--- config.mk ---
export PLATFORM = sky130hd
export DESIGN_NAME = pe_group_sched
export DESIGN_NICKNAME = d
export VERILOG_FILES = /design/src/rtl/pe_group_sched_pkg.sv /design/src/rtl/pe_group_sched_bcast_track.sv /design/src/rtl/pe_group_sched.sv
export SDC_FILE = /design/constraint.sdc
export NUM_CORES = 1
export LEC_CHECK = 0
export ABC_AREA = 1
export BUFFER_PORTS_ARGS = -buffer_cell sky130_fd_sc_hd__buf_4
export CAP_MARGIN = 20
export CORE_MARGIN = 2
export CORE_UTILIZATION = 50
export DETAILED_ROUTE_END_ITERATION = 10
export GPL_TIMING_DRIVEN = 0
export HOLD_SLACK_MARGIN = 0.05
export PLACE_DENSITY = 0.78
export SKIP_CTS_REPAIR_TIMING = 1
export SLEW_MARGIN = 20
export SYNTH_ARGS = -nofsm -noshare
export SYNTH_HDL_FRONTEND = slang
export SYNTH_SLANG_ARGS = --single-unit
export TNS_END_PERCENT = 1
--- constraint.sdc ---
create_clock -name clk -period 2.08 [get_ports clk]
set_input_delay 0.208 -clock clk [delete_from_list [all_inputs] [get_ports clk]]
set_output_delay 0.208 -clock clk [all_outputs]
set_load 0.02 [all_outputs]
--- src/rtl/pe_group_sched_pkg.sv ---
// Shared definitions for the PE_Group tile scheduler: phase encoding
// reported on the Phase port and the scheduler FSM state type.
package pe_group_sched_pkg;

    localparam logic [1:0] PH_IDLE   = 2'd0;
    localparam logic [1:0] PH_LOAD_W = 2'd1;
    localparam logic [1:0] PH_STREAM = 2'd2;
    localparam logic [1:0] PH_DRAIN  = 2'd3;

    typedef enum logic [2:0] {
        ST_IDLE,
        ST_LOAD_W,
        ST_STREAM,
        ST_DRAIN,
        ST_DONE
    } schedState_t;

endpackage

--- src/rtl/pe_group_sched_bcast_track.sv ---
// Broadcasts one source beat to a set of enabled lanes. Each lane is
// offered the beat until it accepts; the taken mask stops a lane from
// seeing the same beat twice. The source is released only once every
// enabled lane has accepted (now or earlier).
module bcast_track #(
    parameter int N = 16
) (
    input  logic         clk,
    input  logic         rst,
    input  logic         src_valid,
    input  logic [N-1:0] enable,
    input  logic [N-1:0] grp_rdy,
    output logic         src_rdy,
    output logic [N-1:0] grp_valid,
    output logic         beat_done
);

    logic [N-1:0] takenReg;

    // An all-zero enable means the phase is inactive, so the source is held off.
    assign grp_valid = {N{src_valid}} & enable & ~takenReg;
    assign src_rdy   = (|enable) & (&(takenReg | grp_rdy | ~enable));
    assign beat_done = src_valid & src_rdy;

    // Track lanes that already took the current beat; clear on beat completion.
    always_ff @(posedge clk) begin
        if (rst) begin
            takenReg <= '0;
        end else if (beat_done) begin
            takenReg <= '0;
        end else begin
            takenReg <= takenReg | (grp_valid & grp_rdy);
        end
    end

endmodule

--- src/rtl/pe_group_sched.sv ---
// Tile scheduler for one PE_Group: per tile it loads one weight beat per
// PE row, streams NumPass input beats to all lanes, then drains NumPass
// output beats, repeating for NumTile tiles.
module pe_group_sched
    import pe_group_sched_pkg::*;
#(
    parameter int W_PEGroupSize = 4,
    parameter int O_PEGroupSize = 4,
    parameter int CntWidth      = 16
) (
    input  logic                                  clk,
    input  logic                                  rst,
    input  logic                                  Start,
    input  logic [CntWidth-1:0]                   Cfg_NumTile,
    input  logic [CntWidth-1:0]                   Cfg_NumPass,
    output logic                                  Busy,
    output logic                                  Done,
    output logic [1:0]                            Phase,
    output logic [((O_PEGroupSize > 1) ? $clog2(O_PEGroupSize) : 1)-1:0] W_RowSel,
    output logic [CntWidth-1:0]                   TileIdx,
    input  logic                                  W_SrcValid,
    output logic                                  W_SrcRdy,
    input  logic                                  I_SrcValid,
    output logic                                  I_SrcRdy,
    output logic                                  O_SnkValid,
    input  logic                                  O_SnkRdy,
    output logic [W_PEGroupSize*O_PEGroupSize-1:0] W_GrpValid,
    input  logic [W_PEGroupSize*O_PEGroupSize-1:0] W_GrpRdy,
    output logic [W_PEGroupSize*O_PEGroupSize-1:0] I_GrpValid,
    input  logic [W_PEGroupSize*O_PEGroupSize-1:0] I_GrpRdy,
    input  logic [W_PEGroupSize*O_PEGroupSize-1:0] O_GrpValid,
    output logic [W_PEGroupSize*O_PEGroupSize-1:0] O_GrpRdy
);

    localparam int NPE  = W_PEGroupSize * O_PEGroupSize;
    localparam int RowW = (O_PEGroupSize > 1) ? $clog2(O_PEGroupSize) : 1;
    localparam logic [RowW-1:0] LastRow = RowW'(O_PEGroupSize - 1);

    schedState_t         stateReg;
    logic [CntWidth-1:0] numTileReg;
    logic [CntWidth-1:0] numPassReg;
    logic [CntWidth-1:0] beatCnt;
    logic [NPE-1:0]      wEnable;
    logic [NPE-1:0]      iEnable;
    logic                wBeat;
    logic                iBeat;
    logic                oBeat;
    logic                lastPass;
    logic                lastTile;

    // Weight beats go only to the lanes of the currently selected PE row.
    genvar gi;
    generate
        for (gi = 0; gi < NPE; gi++) begin : g_wEnable
            assign wEnable[gi] = (stateReg == ST_LOAD_W) &&
                                 (W_RowSel == RowW'(gi / W_PEGroupSize));
        end
    endgenerate

    assign iEnable = {NPE{stateReg == ST_STREAM}};

    bcast_track #(.N(NPE)) u_wTrack (
        .clk       (clk),
        .rst       (rst),
        .src_valid (W_SrcValid),
        .enable    (wEnable),
        .grp_rdy   (W_GrpRdy),
        .src_rdy   (W_SrcRdy),
        .grp_valid (W_GrpValid),
        .beat_done (wBeat)
    );

    bcast_track #(.N(NPE)) u_iTrack (
        .clk       (clk),
        .rst       (rst),
        .src_valid (I_SrcValid),
        .enable    (iEnable),
        .grp_rdy   (I_GrpRdy),
        .src_rdy   (I_SrcRdy),
        .grp_valid (I_GrpValid),
        .beat_done (iBeat)
    );

    // Output drain pops all lanes together, only when every lane has data.
    assign O_SnkValid = (stateReg == ST_DRAIN) & (&O_GrpValid);
    assign O_GrpRdy   = {NPE{O_SnkRdy & O_SnkValid}};
    assign oBeat      = O_SnkValid & O_SnkRdy;

    assign lastPass = (beatCnt == numPassReg - CntWidth'(1));
    assign lastTile = (TileIdx == numTileReg - CntWidth'(1));

    // Scheduler FSM; all status outputs are registered alongside the state.
    always_ff @(posedge clk) begin
        if (rst) begin
            stateReg   <= ST_IDLE;
            numTileReg <= '0;
            numPassReg <= '0;
            beatCnt    <= '0;
            W_RowSel   <= '0;
            TileIdx    <= '0;
            Busy       <= 1'b0;
            Done       <= 1'b0;
            Phase      <= PH_IDLE;
        end else begin
            Done <= 1'b0;
            unique case (stateReg)
                ST_IDLE: begin
                    if (Start) begin
                        // Zero-sized configs run as a single tile / pass.
                        numTileReg <= (Cfg_NumTile == '0) ? CntWidth'(1) : Cfg_NumTile;
                        numPassReg <= (Cfg_NumPass == '0) ? CntWidth'(1) : Cfg_NumPass;
                        beatCnt    <= '0;
                        W_RowSel   <= '0;
                        TileIdx    <= '0;
                        Busy       <= 1'b1;
                        Phase      <= PH_LOAD_W;
                        stateReg   <= ST_LOAD_W;
                    end
                end
                ST_LOAD_W: begin
                    if (wBeat) begin
                        if (W_RowSel == LastRow) begin
                            W_RowSel <= '0;
                            Phase    <= PH_STREAM;
                            stateReg <= ST_STREAM;
                        end else begin
                            W_RowSel <= W_RowSel + RowW'(1);
                        end
                    end
                end
                ST_STREAM: begin
                    if (iBeat) begin
                        if (lastPass) begin
                            beatCnt  <= '0;
                            Phase    <= PH_DRAIN;
                            stateReg <= ST_DRAIN;
                        end else begin
                            beatCnt <= beatCnt + CntWidth'(1);
                        end
                    end
                end
                ST_DRAIN: begin
                    if (oBeat) begin
                        if (lastPass) begin
                            beatCnt <= '0;
                            if (lastTile) begin
                                Busy     <= 1'b0;
                                Done     <= 1'b1;
                                Phase    <= PH_IDLE;
                                stateReg <= ST_DONE;
                            end else begin
                                TileIdx  <= TileIdx + CntWidth'(1);
                                Phase    <= PH_LOAD_W;
                                stateReg <= ST_LOAD_W;
                            end
                        end else begin
                            beatCnt <= beatCnt + CntWidth'(1);
                        end
                    end
                end
                ST_DONE: begin
                    stateReg <= ST_IDLE;
                end
                default: begin
                    stateReg <= ST_IDLE;
                end
            endcase
        end
    end

endmodule
; Yosys cells after proc, flatten, opt, wreduce, memory -nomap -nowiden
; Cells that the tools add are included.
[word_totals]
wordCells = 123
inputBits = 86
reg_bits = 105
output_inout_bits = 73
[classes]
n_reduce_logical = 26
n_addsub = 5
n_mux = 39
n_bitwise = 25
eq_ne = 17
[op_table]
columns = cell, n
row1 = $mux 16, 9
row2 = $and 16x16->16, 6
row3 = $or 16x16->16, 6
row4 = $not 16->16, 4
row5 = $pmux 16 s3, 1
row6 = $reduce_and 16->1, 3
row7 = $add 16x1->16 const B, 2
row8 = $eq 16x16->1, 2
row9 = $logic_not 16->1, 2
row10 = $pmux 16 s2, 1
row11 = $sub 16x1->16 const B, 2
row12 = $mux 3, 8
row13 = $mux 2, 10
row14 = $ne 2x2->1 const B, 7
row15 = $pmux 3 s4, 1
row16 = $reduce_and 5->1, 2
row17 = $pmux 2 s4, 1
row18 = $reduce_and 8->1, 1
row19 = $reduce_or 4->1, 2
row20 = $reduce_and 7->1, 1
row21 = $and 1x1->1, 6
row22 = $eq 3x2->1 const B, 2
row23 = $mux 1, 6
row24 = $eq 2x2->1 const B, 2
row25 = 17 further kinds, 25

; Depth between registers and ports, before layout
[depth]
ltp_word = 9
ltp_mapped = 19

; By module
; A second synthesis with hierarchy kept.
[hier_totals]
cells_unflattened = 1056
hier_area_um2 = 6777.8
[by_module_without_submodules]
columns = mod, cells_each, area_each_um2, n_inst
row1 = pe_group_sched, 764, 4951.0, 1
row2 = bcast_track, 146, 913.4, 2

; Least setup slack after synthesis
; Ideal clock, no wire load.
[synth_path]
path_type = reg-to-reg
from = register numPassReg[0]
to = register TileIdx[11]
synth_period_minus_slack_ps = 2106
path_stages_with_launch = 19
path_slack_ps = -26
t_required_ps = 2011
setup_ps = 69
arrival_ps = 2037
n_path_buf = 2
path_cell_list = dfxtp_1 > inv_2 > ha_1 > nand3_2 > nor2_4 > nand2_2 > nand2_1 > nand2_1 > nor2_2 > nand2_2 > nor2_4 > nand2_4 > nand2_4 > nand2_4 > inv_6 > buf_12 > buf_12 > nand3_2 > a21oi_2
[synth_via]
elab_chain_cells = 4
[synth_rtl]
columns = element, line_no
row1 = start: declaration, pe_group_sched.sv:41  ; logic [CntWidth-1:0] numPassReg;
row2 = start signal: assignment, pe_group_sched.sv:111  ; numPassReg <= (Cfg_NumPass == '0) ? CntWidth'(1) : Cfg_NumPass;
row3 = $sub 16x1->16, pe_group_sched.sv:89  ; assign lastPass = (beatCnt == numPassReg - CntWidth'(1));
row4 = $eq 16x16->1, pe_group_sched.sv:89
row5 = $ne 2x2->1 (no line), --
row6 = $reduce_and 5->1 (no line), --
row7 = end signal: assignment, pe_group_sched.sv:152  ; TileIdx <= TileIdx + CntWidth'(1);
row8 = end: declaration, pe_group_sched.sv:20  ; output logic [CntWidth-1:0] TileIdx,
; Every way passes these cells.
; A chain may end at the register's enable or synchronous reset.

; Worst setup path in the final report
[layout_path]
from = register numPassReg[2]
to = register TileIdx[0]
; The elaborated chain is that of the path after synthesis.

==> impl_metrics.ini <==
[status]
status = finished with violations
violations = setup timing

[critical_path]
r2r_setup_slack_ns = -0.21
path_common_cell = nand2_4
path_class = reg -> reg
arrival_ns = 2.58
r2r_end = TileIdx[0]
r2r_start = numPassReg[2]
crit_chain = nor2_2 > nand2_2 > nor2_2 > nand2_1 > nand2_1 > inv_2 > nor2_1 > nand3_1 > nor2_4 > nand2_4 > nand2_4 > nand2_4 > inv_8 > buf_12 > clkbuf_16 > nand3_4 > a21oi_2
crit_required_ns = 2.37
cp_slowest_cell = dfxtp_1
crit_buf_inv = 4
r2r_cells = 17
cp_top_family = simple AND/OR/NAND/NOR gates
worstSetupStartpointType = flop
cp-end-kind = flop
crit_fanout = 6
cpPeakStageDelay_ns = 0.35

[detailed_routing]
drc = 0
ant_nets = 0
dr_total_vias = 7257
wl_per_cell_um = 14.21
via_per_inst = 5.198
firstDrtPassIters = 5
wl_um = 19840
drtIter0Drc = 418

[floorplan]
fp.dieW_um = 120.8
start_util_pct = 51.27
core_um2 = 13300
rows = 42
die_y_um = 120.8
io_pins = 159
die_area_um2 = 14580

[cts]
cts_max_level = 3
path_clk_slew_ns = 0.08
cts_tree = built
clk-insertion-delay-late_ns = 0.36
cts.sinks = 105
clk_path_buf_depth = 2
clockRootBuffer = clkbuf_16
cts_buffers = 9

[timing]
setup_slack_ns = -0.2113
hold_viol_final = 0
skew_ns = 0.007135
slew_headroom_pct = 46.80
slew_viol_final = 0
clock.fmax_ghz = 0.4364
finalSetupViolCount = 20
rsz0062_at_grt = yes
period_share_pct = 110.2
final.setup.tns_ns = -2.808
min_period_ns = 2.291
worstMarginPinSlew_ns = 0.7980

[place]
pre_cts_ws_ns = -0.2732
gp_congestion = 0.9442
placed_area_um2 = 8210
dp_hpwl_um = 14830
port-buffer-count = 156

[cells_and_area]
mostFrequentLayoutCells = 201 x nand2_1, 181 x buf_4, 177 x nor2_1, 99 x dfxtp_1, 82 x inv_1
final_common_cell = nand2_1
syn_to_final_growth_pct = 30.36
nets = 1308
layout-drive-gt1-share_pct = 27.56
num-fill-cells = 1211
finalInstanceArea_um2 = 8886

[global_route]
antenna_found_initial = 1
grt_use_total_pct = 26.25
grt_pass1_wl_um = 30710
first_global_vias = 6688
grt.overflow.total = 0
grt_max_degree = 19

[pwr]
switchingPower_mw = 4.039
pwr-share-seq_pct = 29.1
p_leak_nw = 4.042
clkPwrFrac_pct = 19.9
intPower_mw = 5.100
total_power_mw = 9.140
vdd_drop_max_mv = 0.5516
swShare_pct = 44.19
p_comb_share_pct = 51.0
powerDensity_nw_per_um2 = 1029

[yosys]
synth_area_leaders = dfxtp_1 31%, nand2_1 12%, nor2_1 10%, nand3_1 5.4%, inv_1 5.0%
synth_xor_area_share_pct = 5.910
synth_compound_area_share_pct = 10.22
ys.flop_type = dfxtp_1
synth_top_cell_area_share_pct = 30.84
yosysSeqAreaShare_pct = 30.84
synth_top_family_by_area = simple AND/OR/NAND/NOR gates
synthArstFlopShare_pct = 0
synthMuxAreaShare_pct = 0
yosysWarningCount = 0
synth_edf_count = 0
synth_fp_nets = 1128
syn_area_um2 = 6817
synth_adder_area_share_pct = 1.468
syn_inst = 1034
ys_ff_latch = 105
synth.largest_area_cell = dfxtp_1
syn_avg_cell_area_um2 = 6.592
synthSimpleGateAreaFrac_pct = 41.81
yosysUniqueCellTypes = 45

[job]
maxCapViolCount = 0

[min_path]
worst_hold_path_type = in -> reg
hold_path.startpoint = I_GrpRdy[0]
worstHoldEndpoint = u_iTrack.takenReg[0]
hold_path_depth = 3
[metal layers]
layer	share of wire [%]	wire [um]	GRT usage (%)	up-vias
met1	43	8461	31.59	3326
met5	0	0	0	-
met2	50	9821	46.54	192
li1	-	-	-	3709
met4	2.3	452	7.776	0
met3	5.6	1102	5.896	30
[registers in the layout, indices dropped and copies added (netlist names)]
register and count:
u_wTrack.takenReg 16, numPassReg 16, W_RowSel 2, Busy 1, numTileReg 16, Phase 2, u_iTrack.takenReg 16, Done 1
stateReg 3, beatCnt 16, TileIdx 16
[tightest hold or removal path, stage by stage]
cell,delay (ns)
buf_4,0.08
a21oi_1,0.05
nor2_1,0.08
[how the worst max path moves through the flow]
| stage | startpoint | end | slack, ns | depth (start not counted) |
|---|---|---|---|---|
| floorplan | numPassReg[0] | TileIdx[11] | 0.008 | 18 |
| finish | numPassReg[2] | TileIdx[0] | -0.21 | 17 |
| detailed placement | numPassReg[0] | TileIdx[14] | -0.27 | 18 |
| CTS | stateReg[0] | O_GrpRdy[1] | -0.55 | 8 |
| global placement | numPassReg[0] | TileIdx[4] | -0.26 | 18 |
| global route | numPassReg[1] | TileIdx[0] | -0.36 | 19 |
[stage by stage]
stage	cells	utilization (%)	hold slack (ns)
6_report	1396	66.84	0.09432
5_1_grt	1395	66.82	0.1007
4_1_cts	1382	64.10	0.09028
3_5_place_dp	1366	61.75	0.4672
3_3_place_gp	1366	61.75	0.4579
2_1_floorplan	1034	-	0.3659
[area by class of cell]
cell class	instances	area, um2	share of cell area (%)
Multi-Input combinational cell	782	4223	47.52
Sequential cell	105	2115	23.80
Timing Repair Buffer	167	1310	14.74
Inverter	103	405.4	4.562
Buffer	44	284.0	3.196
Clock buffer	10	239.0	2.689
Tap cell	176	220.2	2.478
Clock inverter	6	72.57	0.8167
Timing Repair inverter	2	15.01	0.1690
Antenna cell	1	2.502	0.02816
[kinds of logic (layout without fill, tap and decap cells)]
kind of cell               Yosys count  count (layout)
other                                0               1
xor gates and xnor gates            46              46
buffers and inverters              147             332
and+or+nand+nor                    611             611
adders and majority gates            8               8
AOI/OAI and AO/OA                  117             117
DFF                                105             105
[Yosys cell counts, types with 2 or more instances]
library cell and count:
a21oi_2 9, nand2_2 10, nor3_1 17, nor4_1 16
dfxtp_1 105, nor3b_1 3, nand3b_1 11, nand4_1 24
or2_2 22, nand2_1 209, a221oi_1 2, nand3_1 74
nor2_1 188, ha_1 8, a211oi_1 17, inv_1 90
nor2_2 9, buf_4 19, buf_12 2, nor3_2 2
clkbuf_2 2, o21ai_0 21, clkbuf_1 19, and2_1 2
inv_2 11, a21oi_1 56, xor2_1 26, o21bai_1 3
xnor2_1 20, nand3_2 11, nor2_4 5, nand2_4 6
a31oi_1 3
[power groups by stage]
stage	logic (mW)	clock network (mW)	registers [mW]
after CTS	4.15	1.85	2.62
after detailed placement	4.13	0	2.66
after floorplan	3.05	0	2.64
final	4.66	1.82	2.66
after global routing	5.16	1.93	2.70
after global placement	4.06	0	2.65
Power figures use the tool's default switching activity.
